## src/rtl/pcileech_rx128_pkg.sv

```systemverilog
// Shared definitions for the 128-bit RX alignment path: core user-bit layout,
// decoded user struct, alignment modes and the DW keep helper.
package pcileech_rx128_pkg;

  localparam int RXU_BAR_LO  = 2;
  localparam int RXU_BAR_HI  = 8;
  localparam int RXU_SOF_DW2 = 13;
  localparam int RXU_SOF     = 14;
  localparam int RXU_EOF_LO  = 19;
  localparam int RXU_EOF_HI  = 20;
  localparam int RXU_EOF     = 21;

  typedef struct packed {
    logic       sof;
    logic       sof_dw2;
    logic       eof;
    logic [1:0] eof_dw;
    logic [6:0] bar;
  } rx_user_dec_t;

  typedef enum logic [1:0] {
    MODE_IDLE    = 2'd0,
    MODE_ALIGNED = 2'd1,
    MODE_SHIFTED = 2'd2,
    MODE_DROP    = 2'd3
  } rx_mode_e;

  // sof_dw2 only qualifies a start that is actually flagged by sof
  function automatic rx_user_dec_t rx_user_decode(input logic [21:0] u);
    rx_user_dec_t d;
    d.sof     = u[RXU_SOF];
    d.sof_dw2 = u[RXU_SOF] & u[RXU_SOF_DW2];
    d.eof     = u[RXU_EOF];
    d.eof_dw  = u[RXU_EOF_HI:RXU_EOF_LO];
    d.bar     = u[RXU_BAR_HI:RXU_BAR_LO];
    return d;
  endfunction

  function automatic logic [3:0] keep_from_dw(input logic [1:0] idx);
    logic [3:0] k;
    case (idx)
      2'd0:    k = 4'h1;
      2'd1:    k = 4'h3;
      2'd2:    k = 4'h7;
      default: k = 4'hF;
    endcase
    return k;
  endfunction

endpackage

```

## src/rtl/pcileech_axis128_oreg.sv

```systemverilog
// Output register slice for the aligned TLP stream; loads a new beat (or a
// bubble) whenever the slot is empty or the sink takes the current beat.
module pcileech_axis128_oreg (
  input  logic         clk,
  input  logic         rst_n,
  input  logic         in_valid,
  input  logic [127:0] in_data,
  input  logic [3:0]   in_keep,
  input  logic         in_last,
  input  logic [8:0]   in_user,
  input  logic         m_tready,
  output logic         adv,
  output logic         m_tvalid,
  output logic [127:0] m_tdata,
  output logic [3:0]   m_tkeepdw,
  output logic         m_tlast,
  output logic [8:0]   m_tuser
);

  assign adv = !m_tvalid | m_tready;

  always_ff @(posedge clk) begin
    if (!rst_n) begin
      m_tvalid  <= 1'b0;
      m_tdata   <= '0;
      m_tkeepdw <= '0;
      m_tlast   <= 1'b0;
      m_tuser   <= '0;
    end else if (adv) begin
      m_tvalid  <= in_valid;
      m_tdata   <= in_data;
      m_tkeepdw <= in_keep;
      m_tlast   <= in_last;
      m_tuser   <= in_user;
    end
  end

endmodule

```

## src/rtl/pcileech_tlps128_rx_align.sv

```systemverilog
// Realigns 128-bit PCIe core RX beats so every TLP starts at DW0, with
// BAR filtering, per-beat DW keep and a saturating protocol-error counter.
module pcileech_tlps128_rx_align
  import pcileech_rx128_pkg::*;
#(
  parameter int         ERR_CNT_W       = 16,
  parameter logic [6:0] BAR_ACCEPT_MASK = 7'h7F
) (
  input  logic                 clk,
  input  logic                 rst_n,
  input  logic [127:0]         rx_data,
  input  logic [21:0]          rx_user,
  input  logic                 rx_valid,
  output logic                 rx_ready,
  output logic [127:0]         m_tdata,
  output logic [3:0]           m_tkeepdw,
  output logic                 m_tvalid,
  output logic                 m_tlast,
  output logic [8:0]           m_tuser,
  input  logic                 m_tready,
  output logic                 m_has_data,
  output logic                 err_pulse,
  output logic [ERR_CNT_W-1:0] err_cnt
);

  rx_mode_e     mode, mode_n;
  logic [63:0]  carry, carry_n;
  logic [6:0]   carry_bar, carry_bar_n;
  logic         first_pend, first_pend_n;
  logic         flush_pend, flush_pend_n;
  logic         flush_k0, flush_k0_n;
  logic         carry_v;
  logic         adv, beat, start, err;
  logic         sof0, sof2;
  rx_user_dec_t dec;

  logic         e_valid, e_first, e_last;
  logic [127:0] e_data;
  logic [3:0]   e_keep;
  logic [6:0]   e_bar;

  logic unused_user_bits;
  assign unused_user_bits = ^{rx_user[18:15], rx_user[12:9], rx_user[1:0]};

  assign dec      = rx_user_decode(rx_user);
  assign sof0     = dec.sof & !dec.sof_dw2;
  assign sof2     = dec.sof_dw2;
  assign rx_ready = adv & !flush_pend & rst_n;
  assign beat     = rx_valid & rx_ready;
  assign carry_v  = (mode == MODE_SHIFTED) | flush_pend;

  assign m_has_data = m_tvalid | carry_v;

  // carry_bar is the BAR of the TLP currently in flight, also used for aligned TLPs
  always_comb begin
    mode_n       = mode;
    carry_n      = carry;
    carry_bar_n  = carry_bar;
    first_pend_n = first_pend;
    flush_pend_n = flush_pend;
    flush_k0_n   = flush_k0;
    err          = 1'b0;
    start        = 1'b0;
    e_valid      = 1'b0;
    e_data       = rx_data;
    e_keep       = 4'hF;
    e_first      = 1'b0;
    e_last       = 1'b0;
    e_bar        = carry_bar;

    if (flush_pend) begin
      if (adv) begin
        e_valid      = 1'b1;
        e_data       = {64'h0, carry};
        e_keep       = keep_from_dw({1'b0, flush_k0});
        e_last       = 1'b1;
        flush_pend_n = 1'b0;
        mode_n       = MODE_IDLE;
      end
    end else if (beat) begin
      case (mode)
        MODE_IDLE: begin
          if (dec.sof) start = 1'b1;
          else         err   = 1'b1;
        end
        MODE_ALIGNED: begin
          if (sof0) begin
            err   = 1'b1;
            start = 1'b1;
          end else if (dec.eof) begin
            e_valid = 1'b1;
            e_keep  = keep_from_dw(dec.eof_dw);
            e_last  = 1'b1;
            mode_n  = MODE_IDLE;
            start   = sof2;
          end else if (sof2) begin
            err   = 1'b1;
            start = 1'b1;
          end else begin
            e_valid = 1'b1;
          end
        end
        MODE_SHIFTED: begin
          if (sof0) begin
            err   = 1'b1;
            start = 1'b1;
          end else begin
            e_valid      = 1'b1;
            e_data       = {rx_data[63:0], carry};
            e_first      = first_pend;
            first_pend_n = 1'b0;
            if (dec.eof && !dec.eof_dw[1]) begin
              e_keep = keep_from_dw({1'b1, dec.eof_dw[0]});
              e_last = 1'b1;
              mode_n = MODE_IDLE;
              start  = sof2;
            end else begin
              carry_n = rx_data[127:64];
              if (dec.eof) begin
                flush_pend_n = 1'b1;
                flush_k0_n   = dec.eof_dw[0];
              end
            end
          end
        end
        default: begin
          if (sof0) begin
            start = 1'b1;
          end else if (dec.eof) begin
            mode_n = MODE_IDLE;
            start  = sof2;
          end
        end
      endcase

      // A new TLP may begin after an ending TLP was emitted in the same beat
      if (start) begin
        carry_bar_n = dec.bar;
        if (|(dec.bar & ~BAR_ACCEPT_MASK)) begin
          mode_n = (sof0 && dec.eof) ? MODE_IDLE : MODE_DROP;
        end else if (sof2) begin
          carry_n      = rx_data[127:64];
          first_pend_n = 1'b1;
          mode_n       = MODE_SHIFTED;
        end else begin
          e_valid = 1'b1;
          e_data  = rx_data;
          e_first = 1'b1;
          e_bar   = dec.bar;
          e_last  = dec.eof;
          e_keep  = dec.eof ? keep_from_dw(dec.eof_dw) : 4'hF;
          mode_n  = dec.eof ? MODE_IDLE : MODE_ALIGNED;
        end
      end
    end
  end

  always_ff @(posedge clk) begin
    if (!rst_n) begin
      mode       <= MODE_IDLE;
      carry      <= '0;
      carry_bar  <= '0;
      first_pend <= 1'b0;
      flush_pend <= 1'b0;
      flush_k0   <= 1'b0;
      err_pulse  <= 1'b0;
      err_cnt    <= '0;
    end else begin
      mode       <= mode_n;
      carry      <= carry_n;
      carry_bar  <= carry_bar_n;
      first_pend <= first_pend_n;
      flush_pend <= flush_pend_n;
      flush_k0   <= flush_k0_n;
      err_pulse  <= err;
      if (err && (err_cnt != '1)) err_cnt <= err_cnt + ERR_CNT_W'(1);
    end
  end

  pcileech_axis128_oreg u_oreg (
    .clk       (clk),
    .rst_n     (rst_n),
    .in_valid  (e_valid),
    .in_data   (e_data),
    .in_keep   (e_keep),
    .in_last   (e_last),
    .in_user   ({e_bar, e_last, e_first}),
    .m_tready  (m_tready),
    .adv       (adv),
    .m_tvalid  (m_tvalid),
    .m_tdata   (m_tdata),
    .m_tkeepdw (m_tkeepdw),
    .m_tlast   (m_tlast),
    .m_tuser   (m_tuser)
  );

endmodule
```

## config.mk

```make
export PLATFORM = sky130hd
export DESIGN_NAME = pcileech_tlps128_rx_align
export DESIGN_NICKNAME = d
export VERILOG_FILES = /design/src/rtl/pcileech_rx128_pkg.sv /design/src/rtl/pcileech_axis128_oreg.sv /design/src/rtl/pcileech_tlps128_rx_align.sv
export SDC_FILE = /design/constraint.sdc
export NUM_CORES = 1
export LEC_CHECK = 0
export CAP_MARGIN = 10
export CORE_MARGIN = 2
export CORE_UTILIZATION = 49
export CTS_BUF_LIST = sky130_fd_sc_hd__clkbuf_16
export DETAILED_ROUTE_END_ITERATION = 8
export GPL_ROUTABILITY_DRIVEN = 0
export PLACE_DENSITY = 0.81
export SETUP_SLACK_MARGIN = 0.02
export SLEW_MARGIN = 20
export SYNTH_ARGS = -nofsm -noshare
export SYNTH_HDL_FRONTEND = slang
export SYNTH_HIERARCHICAL = 1
export SYNTH_SLANG_ARGS = --single-unit
```

## constraint.sdc

```tcl
create_clock -name clk -period 3.2 [get_ports clk]
set_input_delay 0.48 -clock clk [delete_from_list [all_inputs] [get_ports clk]]
set_output_delay 0.48 -clock clk [all_outputs]
set_load 0.02 [all_outputs]
```

== After elaboration in Yosys (flattened, before gate mapping) ==
Cells that the tools add are included.
Storage, ports and cells
  register bits: 236
  bits in latches: 0
  RAM bits: 0
  memory bits (read-only): 0
  output and inout port bits: 162
  word-level logic and storage cells: 139
  memories kept: 0
Operators by class
  add/subtract/negate cells: 1
  $mul: 0
  divide/modulo/power cells: 0
  order comparisons: 0
  equality and inequality tests: 9
  shifts and indexed selects: 0
  multiplexer cells: 90
  bitwise gates (word level): 12
  reduce and logical (&&, ||, !) cells: 14
Operator list (number)
  2-to-1 mux 128 bit: 6
  2-to-1 mux 64 bit: 5
  2-to-1 mux 1 bit: 49
  2-to-1 mux 4 bit: 9
  2-to-1 mux 7 bit: 4
  2-to-1 mux 2 bit: 9
  adder 16 x 1 -> 16 bit, second input constant: 1
  inequality test 16 bit, second input constant: 1
  one-hot mux 4 bit (2 select lines): 2
  one-hot mux 4 bit (3 select lines): 1
  AND reduction 6 bit: 2
  one-hot mux 1 bit (3 select lines): 2
  AND 1 bit: 5
  equality test 2 x 1 -> 1 bit, second input constant: 2
  equality test 2 bit, second input constant: 2
  logical NOT 1 bit: 4
  logical NOT 2 bit: 2
  inequality test 4 x 2 -> 1 bit, second input constant: 1
  NOT 1 bit: 4
  one-hot mux 1 bit (2 select lines): 2
  one-hot mux 2 bit (2 select lines): 1
  nonzero test 4 bit: 1
  inequality test 3 x 2 -> 1 bit, second input constant: 1
  inequality test 3 bit, second input constant: 1
  other kinds (6): 9

== Logic depth before layout (Yosys ltp) ==
  depth in word-level cells: 10
  mapped depth: 15
  gate-level depth less buffers: 9

== Modules after synthesis ==
Netlist, hierarchy kept.
Modules (own cells, without submodules)
  pcileech_tlps128_rx_align: instances 1, cells each 789, area an instance 5746.8 µm²
  pcileech_axis128_oreg: instances 1, cells each 620, area an instance 5681.7 µm²

== Worst setup path before layout ==
Ideal clock, no wire load.
  path type: register -> register
  start point: reg u_oreg.m_tvalid
  end point: reg u_oreg.m_tdata[16]
  data arrival time: 2.647 ns
  required time: 3.079 ns
  slack: 0.432 ns
  stages on the path, launching flop included: 15
  path buffers: 6
  clock period less this slack: 2.768 ns
  cell sequence: dfxtp_1 nor2b_4 buf_6 buf_6 buf_6 inv_1 buf_2 and4b_1 and3_1 buf_2 a21oi_4 buf_6 mux2_2 nand2_1 mux2i_1
Between the ends
  word-level cells in the longest chain between the ends: 7
RTL lines
  start: declaration: RTL line pcileech_axis128_oreg.sv:13  | output logic m_tvalid,
  start signal: assignment: RTL line pcileech_axis128_oreg.sv:30  | m_tvalid <= in_valid;
  logical NOT 1 bit: RTL line pcileech_axis128_oreg.sv:20  | assign adv = !m_tvalid | m_tready;
  bitwise OR 1 bit: RTL line pcileech_axis128_oreg.sv:20
  named net adv: RTL line pcileech_tlps128_rx_align.sv:33  | logic adv, beat, start, err;
  AND 1 bit (2 in series): RTL line pcileech_tlps128_rx_align.sv:48  | assign rx_ready = adv & !flush_pend & rst_n;
  AND 1 bit: RTL line pcileech_tlps128_rx_align.sv:49  | assign beat = rx_valid & rx_ready;
  2-to-1 mux 128 bit: RTL line pcileech_tlps128_rx_align.sv:80  | end else if (beat) begin
  2-to-1 mux 128 bit: RTL line pcileech_tlps128_rx_align.sv:71  | if (flush_pend) begin
  named net e_data[16]: RTL line pcileech_tlps128_rx_align.sv:38  | logic [127:0] e_data;
  end signal: assignment: RTL line pcileech_axis128_oreg.sv:31  | m_tdata <= in_data;
  end: declaration: RTL line pcileech_axis128_oreg.sv:14  | output logic [127:0] m_tdata,
The timed path passes the listed nets, and every way through them passes these cells.
A chain may end at the register's enable or synchronous reset.

== Worst setup path in the final report ==
  start point: reg mode[0]
  end point: out m_has_data
Between the ends
  word-level cells in the longest chain between the ends: 3
RTL lines
  start: declaration: RTL line pcileech_tlps128_rx_align.sv:26  | rx_mode_e mode, mode_n;
  start signal: assignment: RTL line pcileech_tlps128_rx_align.sv:169  | mode <= mode_n;
  equality test 2 bit: RTL line pcileech_tlps128_rx_align.sv:50  | assign carry_v = (mode == MODE_SHIFTED) | flush_pend;
  bitwise OR 1 bit: RTL line pcileech_tlps128_rx_align.sv:50
  bitwise OR 1 bit: RTL line pcileech_tlps128_rx_align.sv:52  | assign m_has_data = m_tvalid | carry_v;
  end: declaration: RTL line pcileech_tlps128_rx_align.sv:21  | output logic m_has_data,
No other way between the ends.

==> flow_summary.toml <==
[status]
outcome = "complete, no violations"

[job]
cap_violations = 0

[clock_network]
ctsHoldBuffers = 0
cts_sinks = 236
clockRootBuffer = "clkbuf_16"
clk_latency_ns = 0.52
cts_inserted_buffers = 26
cts_resized = 0
path_clk_slew_ns = 0.06
clockBufferDepth = 3
cts_post_setup_buffers_inserted = 0
h-tree-depth = 1
cts_tree = "built"

[layout]
fillCellCount = 1868
nets = 1819
multi_input_area_sq_um = 6087
drive_gt1_frac = 0.08571
syn2layout_area_growth_pct = 35.41
seq_area_sq_um = 4725

[critical_path]
crit_chain = "inv_1 -> ha_1 -> or3_1 -> clkdlybuf4s50_1"
path_class = "reg2out"
crit_path_end_kind = "output pin"
cp_max_fo = 14
startpoint_type = "flip-flop"
max_stage_delay_ns = 0.58
rrSetupSlack_ns = 0.66
cp_data_arrival_time_ns = 2.39
path_delay_family = "buffers and inverters"
crit_slowest_cell = "clkdlybuf4s50_1"
cp_num_buf_inv = 2
critPathRequiredTime_ns = 2.72

[drt]
drc = 0
vias = 10660
dr.pass1.iters = 8
wl_per_cell_microns = 16.90
viasPerCell = 5.345
wl_microns = 33710
drtIter0Drc = 677
ant_nets = 0

[timing]
rsz0062_at_grt = "false"
hold_viol_final = 0
period_minus_slack_ns = 2.866
slew_viol_final = 0
whs_ns = 0.2554
setup_ws_ns = 0.3340
maxSlewHeadroom = 0.2655
setup_viol = 0
fmax_mhz = 348.9
fin_skew_ns = 0.009306
finalSetupTns_ns = 0
finalCritPeriodShare = 0.8956
max_slew.worst_pin.slew_ns = 1.102

[yosys]
synth_flop_cell = "dfxtp_1"
synth_area_leaders = "dfxtp_1 41%, nand2_1 18%, mux2i_1 14%, mux2_2 6.6%, a21oi_1 4.1%"
synthArstFlopShare = 0
synth_top_cell_area_share = 0.4134
syn_area_per_cell_sq_um = 8.111
syn_area_sq_um = 11430
synth_cell_types = 48
yosysMostFrequentCell = "nand2_1"
syn_inst = 1409
synth_common_cells = "556 x nand2_1, 236 x dfxtp_1, 161 x mux2i_1"
yosysTopAreaCell = "dfxtp_1"
ys_ff_latch = 236
syn-num-nets = 1568
synth.yosys.warnings = 6
synth-edff-count = 0
synth.yosys.seq_area_share = 0.4134

[global_routing]
grt_pass1_wl_microns = 52530
track_usage = 0.2630
gr-total-overflow = 0
grt_pass1_vias = 10220
antenna_found_initial = 2
grt_max_degree = 230

[floorplanning]
fp.dieW_microns = 156.7
die_area_sq_um = 24560
start_util = 0.5017
die_y_microns = 156.7
core_area_sq_um = 22780
row_count = 55
pin_count = 316

[placement]
port_buffers = 305
hpwlAfterDp_microns = 21290
place_ws_ns = 0.2161

[pwr]
p_leak_uw = 0.005811
ir_drop_mv = 0.3507
power_density_nw_per_um2 = 477.3

[hold_path]
worstHoldPathType = "in2reg"
## cell families after synthesis
logic type | synth area share
AOI/OAI and AO/OA | 0.06930
adders and majority gates | 0.005474
and+or+nand+nor | 0.2448
buffers and inverters | 0.05573
muxes | 0.2110
DFF | 0.4134
other | 0.0003281
## metal layers
| metal | wire, microns | track usage | up-vias |
|---|---|---|---|
| li1 | - | - | 5203 |
| met1 | 13730 | 0.3208 | 4975 |
| met2 | 16300 | 0.4505 | 396 |
| met3 | 2448 | 0.05705 | 89 |
| met4 | 1233 | 0.1053 | 0 |
| met5 | 0 | 0 | - |
## power breakdown
| group | switching [uW] | leakage (uW) | internal, uW | total, uW |
|---|---|---|---|---|
| clock network | 1230 | 0.000465 | 2010 | 3230 |
| logic | 515 | 0.00340 | 502 | 1020 |
| registers | 65.4 | 0.00194 | 3070 | 3140 |
## flip-flops by register name (all words and copies together), names as in the netlist
signal            cells
err_cnt              16
u_oreg/m_tuser        9
flush_k0              1
u_oreg/m_tvalid       1
err_pulse             1
first_pend            1
flush_pend            1
u_oreg/m_tkeepdw      4
u_oreg/m_tlast        1
carry_bar             7
carry                64
u_oreg/m_tdata      128
mode                  2
## area by class of cell
type | instances | area share
clock inverter | 21 | 0.01625
tap | 313 | 0.02531
antenna | 2 | 0.0003234
timing repair buffer | 329 | 0.2140
clock buffer | 27 | 0.04366
inverter | 7 | 0.001779
sequential | 236 | 0.3053
multi-input combinational | 1060 | 0.3934
## worst register-to-register path, delay by kind of cell, from the launching register on
| kind | cells | cell delay [ns] |
|---|---|---|
| AO/OA/AOI/OAI | 1 | 0.17 |
| adder cells (fa/ha/maj) | 1 | 0.26 |
| buffers and inverters | 2 | 0.54 |
| AND/OR/NAND/NOR | 4 | 1.12 |
| flip-flops | 1 | 0.37 |
## placed cells by master (no fill, tap or decap), drive strengths merged, types with 2 or more instances in the layout
| cell | n |
|---|---|
| o21a | 3 |
| and3 | 3 |
| and4 | 2 |
| nand4 | 6 |
| a31oi | 2 |
| a21oi | 94 |
| nor2 | 9 |
| nand2 | 556 |
| a21boi | 2 |
| buf | 24 |
| diode | 2 |
| mux2 | 71 |
| inv | 9 |
| nand2b | 8 |
| bufinv | 6 |
| or4 | 6 |
| nor4 | 5 |
| mux2i | 161 |
| nor2b | 4 |
| o211ai | 2 |
| o21ai | 32 |
| o31ai | 5 |
| or3 | 8 |
| clkbuf | 28 |
| clkinv | 12 |
| clkdlybuf4s50 | 304 |
| nand4b | 3 |
| ha | 5 |
| nand3 | 59 |
| dfxtp | 236 |
| nor3 | 2 |
## worst paths after layout
check | to | start | depth (start not counted)
max | m_has_data | mode[0] | 4
min | mode[0] | rst_n | 2
max reg2reg | carry[38] | mode[1] | 8
min reg2reg | carry[26] | carry[26] | 2
## metrics by stage
step	instances	total power, uW	utilization	area [sq um]
after detailed placement	1945	4210	0.6385	14540
after floorplan	1409	3703	-	11430
after global placement	1945	4187	0.6385	14540
final	1995	7387	0.6794	15470
after global routing	1994	7659	0.6793	15470
after CTS	1993	7448	0.6792	15470
No activity file was read; power rests on OpenSTA's default activity.
